$ cat src/rtl/spart_tx_sched.sv
// spart_tx_sched: round-robin arbiter that shares one SPART transmitter
// between NREQ byte sources. A winner is launched with a one-cycle tx_en/ack
// pulse, and the frame is then timed in baud ticks before the next grant.
module spart_tx_sched #(
  parameter int NREQ        = 4,
  parameter int FRAME_TICKS = 10,
  parameter int GAP_TICKS   = 0
) (
  input  logic                    clk,
  input  logic                    rst_n,
  input  logic [NREQ-1:0]         req,
  input  logic [8*NREQ-1:0]       req_data,
  output logic [NREQ-1:0]         ack,
  input  logic                    baud_clk,
  output logic                    tx_en,
  output logic [7:0]              tx_data,
  output logic                    busy,
  output logic [$clog2(NREQ)-1:0] owner
);

  localparam int PW = $clog2(NREQ);

  localparam logic [1:0] IDLE = 2'd0;
  localparam logic [1:0] SEND = 2'd1;
  localparam logic [1:0] GAP  = 2'd2;

  localparam logic [3:0] FRAME_LAST = 4'(FRAME_TICKS - 1);
  localparam logic [3:0] GAP_LAST   = 4'(GAP_TICKS - 1);

  logic [1:0]      state;
  logic [3:0]      tick_cnt;
  logic [PW-1:0]   rr_ptr;

  logic [PW-1:0]   cand;
  logic [PW-1:0]   win;
  logic            found;
  logic [PW-1:0]   win_next_ptr;
  logic [NREQ-1:0] win_onehot;
  logic [7:0]      win_data;

  // Round-robin search: walk from rr_ptr upward (modulo NREQ); scanning in
  // reverse and overwriting leaves the first pending index in the search order.
  always_comb begin
    cand  = '0;
    win   = '0;
    found = 1'b0;
    for (int k = NREQ - 1; k >= 0; k--) begin
      cand = PW'((int'(rr_ptr) + k) % NREQ);
      if (req[cand]) begin
        win   = cand;
        found = 1'b1;
      end
    end
  end

  // Decode the winner into its ack bit, its byte and the pointer after it.
  always_comb begin
    win_onehot   = '0;
    win_data     = 8'h00;
    win_next_ptr = (win == PW'(NREQ - 1)) ? '0 : win + PW'(1);
    for (int i = 0; i < NREQ; i++) begin
      if (PW'(i) == win) begin
        win_onehot[i] = 1'b1;
        win_data      = req_data[8*i +: 8];
      end
    end
  end

  // Scheduler FSM: launch in IDLE, count frame ticks in SEND (ignoring a tick
  // that lands on the tx_en cycle), then optional idle ticks in GAP.
  always_ff @(posedge clk or negedge rst_n) begin
    if (!rst_n) begin
      state    <= IDLE;
      tick_cnt <= 4'd0;
      rr_ptr   <= '0;
      ack      <= '0;
      tx_en    <= 1'b0;
      tx_data  <= 8'h00;
      busy     <= 1'b0;
      owner    <= '0;
    end else begin
      ack   <= '0;
      tx_en <= 1'b0;
      case (state)
        IDLE: begin
          if (found) begin
            tx_en    <= 1'b1;
            ack      <= win_onehot;
            tx_data  <= win_data;
            owner    <= win;
            busy     <= 1'b1;
            tick_cnt <= 4'd0;
            rr_ptr   <= win_next_ptr;
            state    <= SEND;
          end else begin
            busy <= 1'b0;
          end
        end
        SEND: begin
          if (baud_clk && !tx_en) begin
            if (tick_cnt == FRAME_LAST) begin
              tick_cnt <= 4'd0;
              if (GAP_TICKS > 0) begin
                state <= GAP;
              end else begin
                state <= IDLE;
                busy  <= 1'b0;
              end
            end else begin
              tick_cnt <= tick_cnt + 4'd1;
            end
          end
        end
        GAP: begin
          if (baud_clk) begin
            if (tick_cnt == GAP_LAST) begin
              tick_cnt <= 4'd0;
              state    <= IDLE;
              busy     <= 1'b0;
            end else begin
              tick_cnt <= tick_cnt + 4'd1;
            end
          end
        end
        default: begin
          state    <= IDLE;
          tick_cnt <= 4'd0;
          busy     <= 1'b0;
        end
      endcase
    end
  end

endmodule
$ cat config.mk
export PLATFORM = sky130hd
export DESIGN_NAME = spart_tx_sched
export DESIGN_NICKNAME = d
export VERILOG_FILES = /design/src/rtl/spart_tx_sched.sv
export SDC_FILE = /design/constraint.sdc
export NUM_CORES = 1
export LEC_CHECK = 0
export ABC_AREA = 1
export CORE_UTILIZATION = 40
export CTS_CLUSTER_SIZE = 10
export DETAILED_ROUTE_END_ITERATION = 8
export PLACE_DENSITY = 0.69
export SLEW_MARGIN = 10
export SYNTH_ARGS = -nofsm -noshare
export SYNTH_HDL_FRONTEND = slang
export SYNTH_SLANG_ARGS = --single-unit
$ cat constraint.sdc
create_clock -name clk -period 4.3 [get_ports clk]
set_input_delay 0.43 -clock clk [delete_from_list [all_inputs] [get_ports clk]]
set_output_delay 0.43 -clock clk [all_outputs]
set_load 0.1 [all_outputs]
; ---- Word-level counts from Yosys, hierarchy flattened
; Cells that the tools add are included.
; Widths: inputs -> output; s select.
[totals]
reg_bits = 24
out_inout_bits = 16
elab_cells = 84
[op_classes]
addsub = 5
order_cmp = 4
n_eq_ne = 13
muxes = 46
n_reduce_logical = 8
[op_table]
columns = operator, n
row1 = $mux 8, 4
row2 = $mux 4, 7
row3 = $mux 2, 10
row4 = $mux 1, 18
row5 = $lt 2x3->1 const B, 4
row6 = $pmux 4 s3, 1
row7 = $ne 2x2->1 const B, 5
row8 = $bmux 1 s2, 4
row9 = $eq 4x4->1 const B, 2
row10 = $pmux 2 s3, 1
row11 = $reduce_and 5->1, 1
row12 = $add 2x1->2 const B, 2
row13 = $add 2x2->2 const B, 2
row14 = $add 4x1->4 const B, 1
row15 = $eq 2x2->1 const A, 2
row16 = $eq 2x2->1 const B, 2
row17 = $logic_not 2->1, 2
row18 = $reduce_and 4->1, 1
row19 = $pmux 1 s3, 1
row20 = $reduce_and 3->1, 1
row21 = $eq 1x2->1 const A, 1
row22 = $eq 2x1->1 const B, 1
row23 = $reduce_and 2->1, 1
row24 = $logic_and 1x1->1, 1
row25 = $logic_not 1->1, 1

; ---- Longest topological paths before layout
[logic_depth]
word_depth = 12
ltp_mapped = 17
mapped_depth_nobuf = 15

; ---- Least setup slack after synthesis
; Ideal clock, no wire load.
[synth_timing]
kind = reg2reg
from = register rr_ptr[0]
to = register tx_data[0]
setup_time_ns = 0.074
arrival_ns = 2.160
path_slack_ns = 2.066
stages_incl_launch_ff = 15
n_path_buf = 2
period_less_slack_ns = 2.234
path_cell_list = dfrtp_1 > buf_6 > o21ai_1 > nand2_2 > nand3_1 > nand2_1 > nand2_1 > nand2_1 > ha_1 > buf_2 > nor2_1 > nand2_1 > a21oi_1 > mux2i_1 > o21ai_2
[synth_via]
elab_chain_cells = 12
[synth_lines]
columns = element, line_no
row1 = from (decl), 32  ; logic [PW-1:0] rr_ptr;
row2 = from (signal assigned), 93  ; rr_ptr <= win_next_ptr;
row3 = $add 2x2->2, 48  ; cand = PW'((int'(rr_ptr) + k) % NREQ);
row4 = $bmux 1 s2, 49  ; if (req[cand]) begin
row5 = $mux 1 (not written as such), 49
row6 = $mux 2 (3 in a row), 49
row7 = $mux 2 (*), 49
row8 = named net win[0], 35  ; logic [PW-1:0] win;
row9 = $logic_not 2->1, 62  ; if (PW'(i) == win) begin
row10 = $mux 8 (3 in a row), 62
row11 = $mux 8 (*), 62
row12 = to (signal assigned), 89  ; tx_data <= win_data;
row13 = to (decl), 16  ; output logic [7:0] tx_data,
; Mark *: on every way through the listed nets, which the timed path passes. The rest lies on a longest branch. The select of a mux whose other input is x is not followed.
; A chain may end at the register's enable or synchronous reset.

; ---- Final worst setup path
[layout_timing]
from = input req[3]
to = register tx_data[3]
[layout_via]
elab_chain_cells = 11
[layout_lines]
columns = element, line_no
row1 = from (decl), 11  ; input logic [NREQ-1:0] req,
row2 = $bmux 1 s2, 49
row3 = $mux 1 (not written as such), 49
row4 = $mux 2 (3 in a row), 49
row5 = $mux 2 (*), 49
row6 = named net win[0], 35
row7 = $logic_not 2->1, 62
row8 = $mux 8 (3 in a row), 62
row9 = $mux 8 (*), 62
; Marked as above.

==> results.json <==
{
  "outcome": "completed",
  "cp_max_fo": 10,
  "placementRows": 22,
  "diodes": 0,
  "clockBufferDepth": 2,
  "finalSetupTns_ns": 0,
  "crit_type": "in -> reg",
  "fin_nets": 302,
  "area_growth_syn_to_layout_pct": 36.9,
  "hold_ws_ns": 0.485,
  "ctsHoldBuffers": 0,
  "finalSetupViolCount": 0,
  "relSlewSlack_pct": 31.8,
  "crit_top_cell": "nand2_1",
  "initial_core_util_pct": 42.3,
  "final_cell_mix": "nand2_1, clkdlybuf4s50_1, dfrtp_1",
  "cts_tree": "done",
  "clkLatencyLatePin_ns": 0.26,
  "syn_area_um2": 1570,
  "timing.fmax_ghz": 0.360,
  "io_pins": 55,
  "die_y_um": 64.7,
  "cts_root_buf": "clkbuf_8",
  "dp_hpwl_um": 2980,
  "clockPowerShare_pct": 7.2,
  "intPower_w": 0.000789,
  "cp-startpoint": "req[3]",
  "avgRoutedWirePerCell_um": 12.3,
  "synth-seq-cells": 23,
  "drt-pass1-iter-count": 4,
  "synth_cell_type_count": 27,
  "r2r-start": "rr_ptr[0]$_DFFE_PN0P_",
  "fin_crit_ns": 2.78,
  "layout_commonest_cell": "nand2_1",
  "seq_area_frac_synth_pct": 36.7,
  "vias": 1440,
  "finClkSkew_ns": 0.00141,
  "synthFlopType": "dfrtp_1",
  "power_switching_share_pct": 58.0,
  "comb_power_share_pct": 73.4,
  "routed_wl_um": 3730,
  "cts.sinks": 23,
  "cts_resized": 0,
  "maxCapViolations": 0,
  "end_kind": "flop",
  "syn_nets": 250,
  "max-vdd-ir-drop_mv": 0.537,
  "syn_inst": 205,
  "grt_usage_pct": 18.8,
  "vias_per_cell": 4.74,
  "dieArea_um2": 4180,
  "synth_edf_count": 0,
  "avgSynthCellArea_um2": 7.66,
  "crit_buf_inv": 2,
  "crit_path_max_incr_delay_ns": 0.47,
  "maxSlewViolCount": 0,
  "overflow": 0,
  "leakagePower_nw": 1.03,
  "rsz0062_at_grt": "false",
  "antenna_found_initial": 0,
  "hold_path.class": "reg -> reg",
  "place.gp.congestion": 0.862,
  "period_share_pct": 64.6,
  "p_seq_share_pct": 19.4,
  "p_switching_w": 0.00109,
  "async_reset_ff_share_pct": 100,
  "min_from": "tx_data[2]$_DFFE_PN0P_",
  "grt_first_pass_wirelength_um": 6120,
  "cts_buffers": 3,
  "power.density_cell_area_nw_per_um2": 873,
  "yosysWarnings": 0,
  "crit_chain": "clkdlybuf4s50_1, inv_1, o21ai_1, nand2_2, nand3_1, nand2_1, nand2_1, nand2_1, ha_1, nor2_1, nand2_1, a21oi_1, mux2i_1, o21ai_2",
  "htree_levels": 1,
  "cts.clk_slew.worst_paths_ns": 0.08,
  "critPathRequiredTime_ns": 4.49,
  "die_x_um": 64.7,
  "crit_slowest_cell": "clkdlybuf4s50_1",
  "startpoint_type": "primary input",
  "ant_nets": 0,
  "route.detailed.drc": 0,
  "drive_gt1_share_pct": 10.9,
  "dr.first_iter.drc_count": 77,
  "post_cts_buffers": 0,
  "grt_pass1_vias": 1399,
  "worstPathArrival_ns": 2.97,
  "coreArea_um2": 3720,
  "port_buffers": 54,
  "critPathTopFamily": "simple AND/OR/NAND/NOR gates",
  "grt_max_degree": 33,
  "worst_pin_slew_ns": 1.02,
  "hold_viol_final": 0
}
==> per-layer routing <==
metal / part of all wire [%] / vias up / track usage (%)
met3: 2.0 / 6 / 2.11
met4: 2.0 / 0 / 6.11
met5: 0 / - / 0
met2: 53 / 26 / 35.4
li1: - / 758 / -
met1: 43 / 650 / 21.8
==> cell type report <==
type                            count  area (µm²)
Sequential cell                    23         576
Fill cell                         359        1570
Clock inverter                      1        5.00
Multi-Input combinational cell    152         836
Timing Repair Buffer               54         541
Tap cell                           48        60.1
Inverter                           23        91.3
Clock buffer                        3        41.3
==> state kept, by name (all words and copies together), names as in the netlist <==
| signal | count |
|---|---|
| ack | 4 |
| busy | 1 |
| owner | 2 |
| rr_ptr | 2 |
| state | 1 |
| tick_cnt | 4 |
| tx_data | 8 |
| tx_en | 1 |
==> worst min-delay path: stages, from the launching register on <==
cell	delay [ns]
dfrtp_1	0.35
nand2_1	0.06
o21ai_2	0.05
==> metrics by stage <==
step | setup slack [ns] | util, % | total power (W) | instances | cell area [µm²]
finish | 1.52 | 57.8 | 0.00188 | 304 | 2150
CTS | 1.54 | 57.8 | 0.00189 | 304 | 2150
global placement | 1.35 | 56.6 | 0.00173 | 300 | 2100
detailed placement | 1.26 | 56.6 | 0.00175 | 300 | 2100
floorplan | 2.07 | - | 0.00147 | 205 | 1570
global route | 1.23 | 57.8 | 0.00204 | 304 | 2150
==> worst paths after layout <==
| kind | cells after the start | slack, ns | end |
|---|---|---|---|
| worst max-delay path | 14 | 1.52 | tx_data[3]$_DFFE_PN0P_ |
| worst min-delay path | 2 | 0.49 | tx_data[2]$_DFFE_PN0P_ |
| worst max register to register | 13 | 1.59 | tx_data[3]$_DFFE_PN0P_ |
| worst min register to register | 2 | 0.49 | tx_data[2]$_DFFE_PN0P_ |
| max in group asynchronous | 1 | 2.97 | tx_data[5]$_DFFE_PN0P_ |
| min in group asynchronous | 1 | 0.71 | tx_data[7]$_DFFE_PN0P_ |
==> synth_stat cells, types with 2 or more instances <==
cell type,instances,area [µm²]
a21oi_1,17,85.1
buf_2,2,10.0
buf_6,3,33.8
dfrtp_1,23,576
ha_1,6,75.1
inv_1,20,75.1
mux2i_1,8,80.1
nand2_1,57,214
nand2_2,7,43.8
nand2_4,3,33.8
nand3_1,19,95.1
nor2_1,16,60.1
o21ai_0,2,10.0
o21ai_2,9,78.8
==> cells by family (layout without fill, tap and decap cells) <==
kind of cell / count (synthesis) / in the layout / synth area share (%)
AND/OR/NAND/NOR: 108 / 108 / 31.4
adder cells (fa/ha/maj): 6 / 6 / 4.78
buffers and inverters: 30 / 81 / 10.1
multiplexers: 8 / 8 / 5.10
XOR/XNOR: 1 / 1 / 0.558
flip-flops: 23 / 23 / 36.7
AO/OA/AOI/OAI: 29 / 29 / 11.4
==> power groups by stage <==
stage	logic, W	registers, W	clock network, W
6_report	0.00138	0.000365	0.000134
5_1_grt	0.00151	0.000376	0.000145
4_1_cts	0.00139	0.000365	0.000140
3_5_place_dp	0.00138	0.000369	0
3_3_place_gp	0.00136	0.000366	0
2_1_floorplan	0.000762	0.000712	0
(Power assumes the default switching activity.)
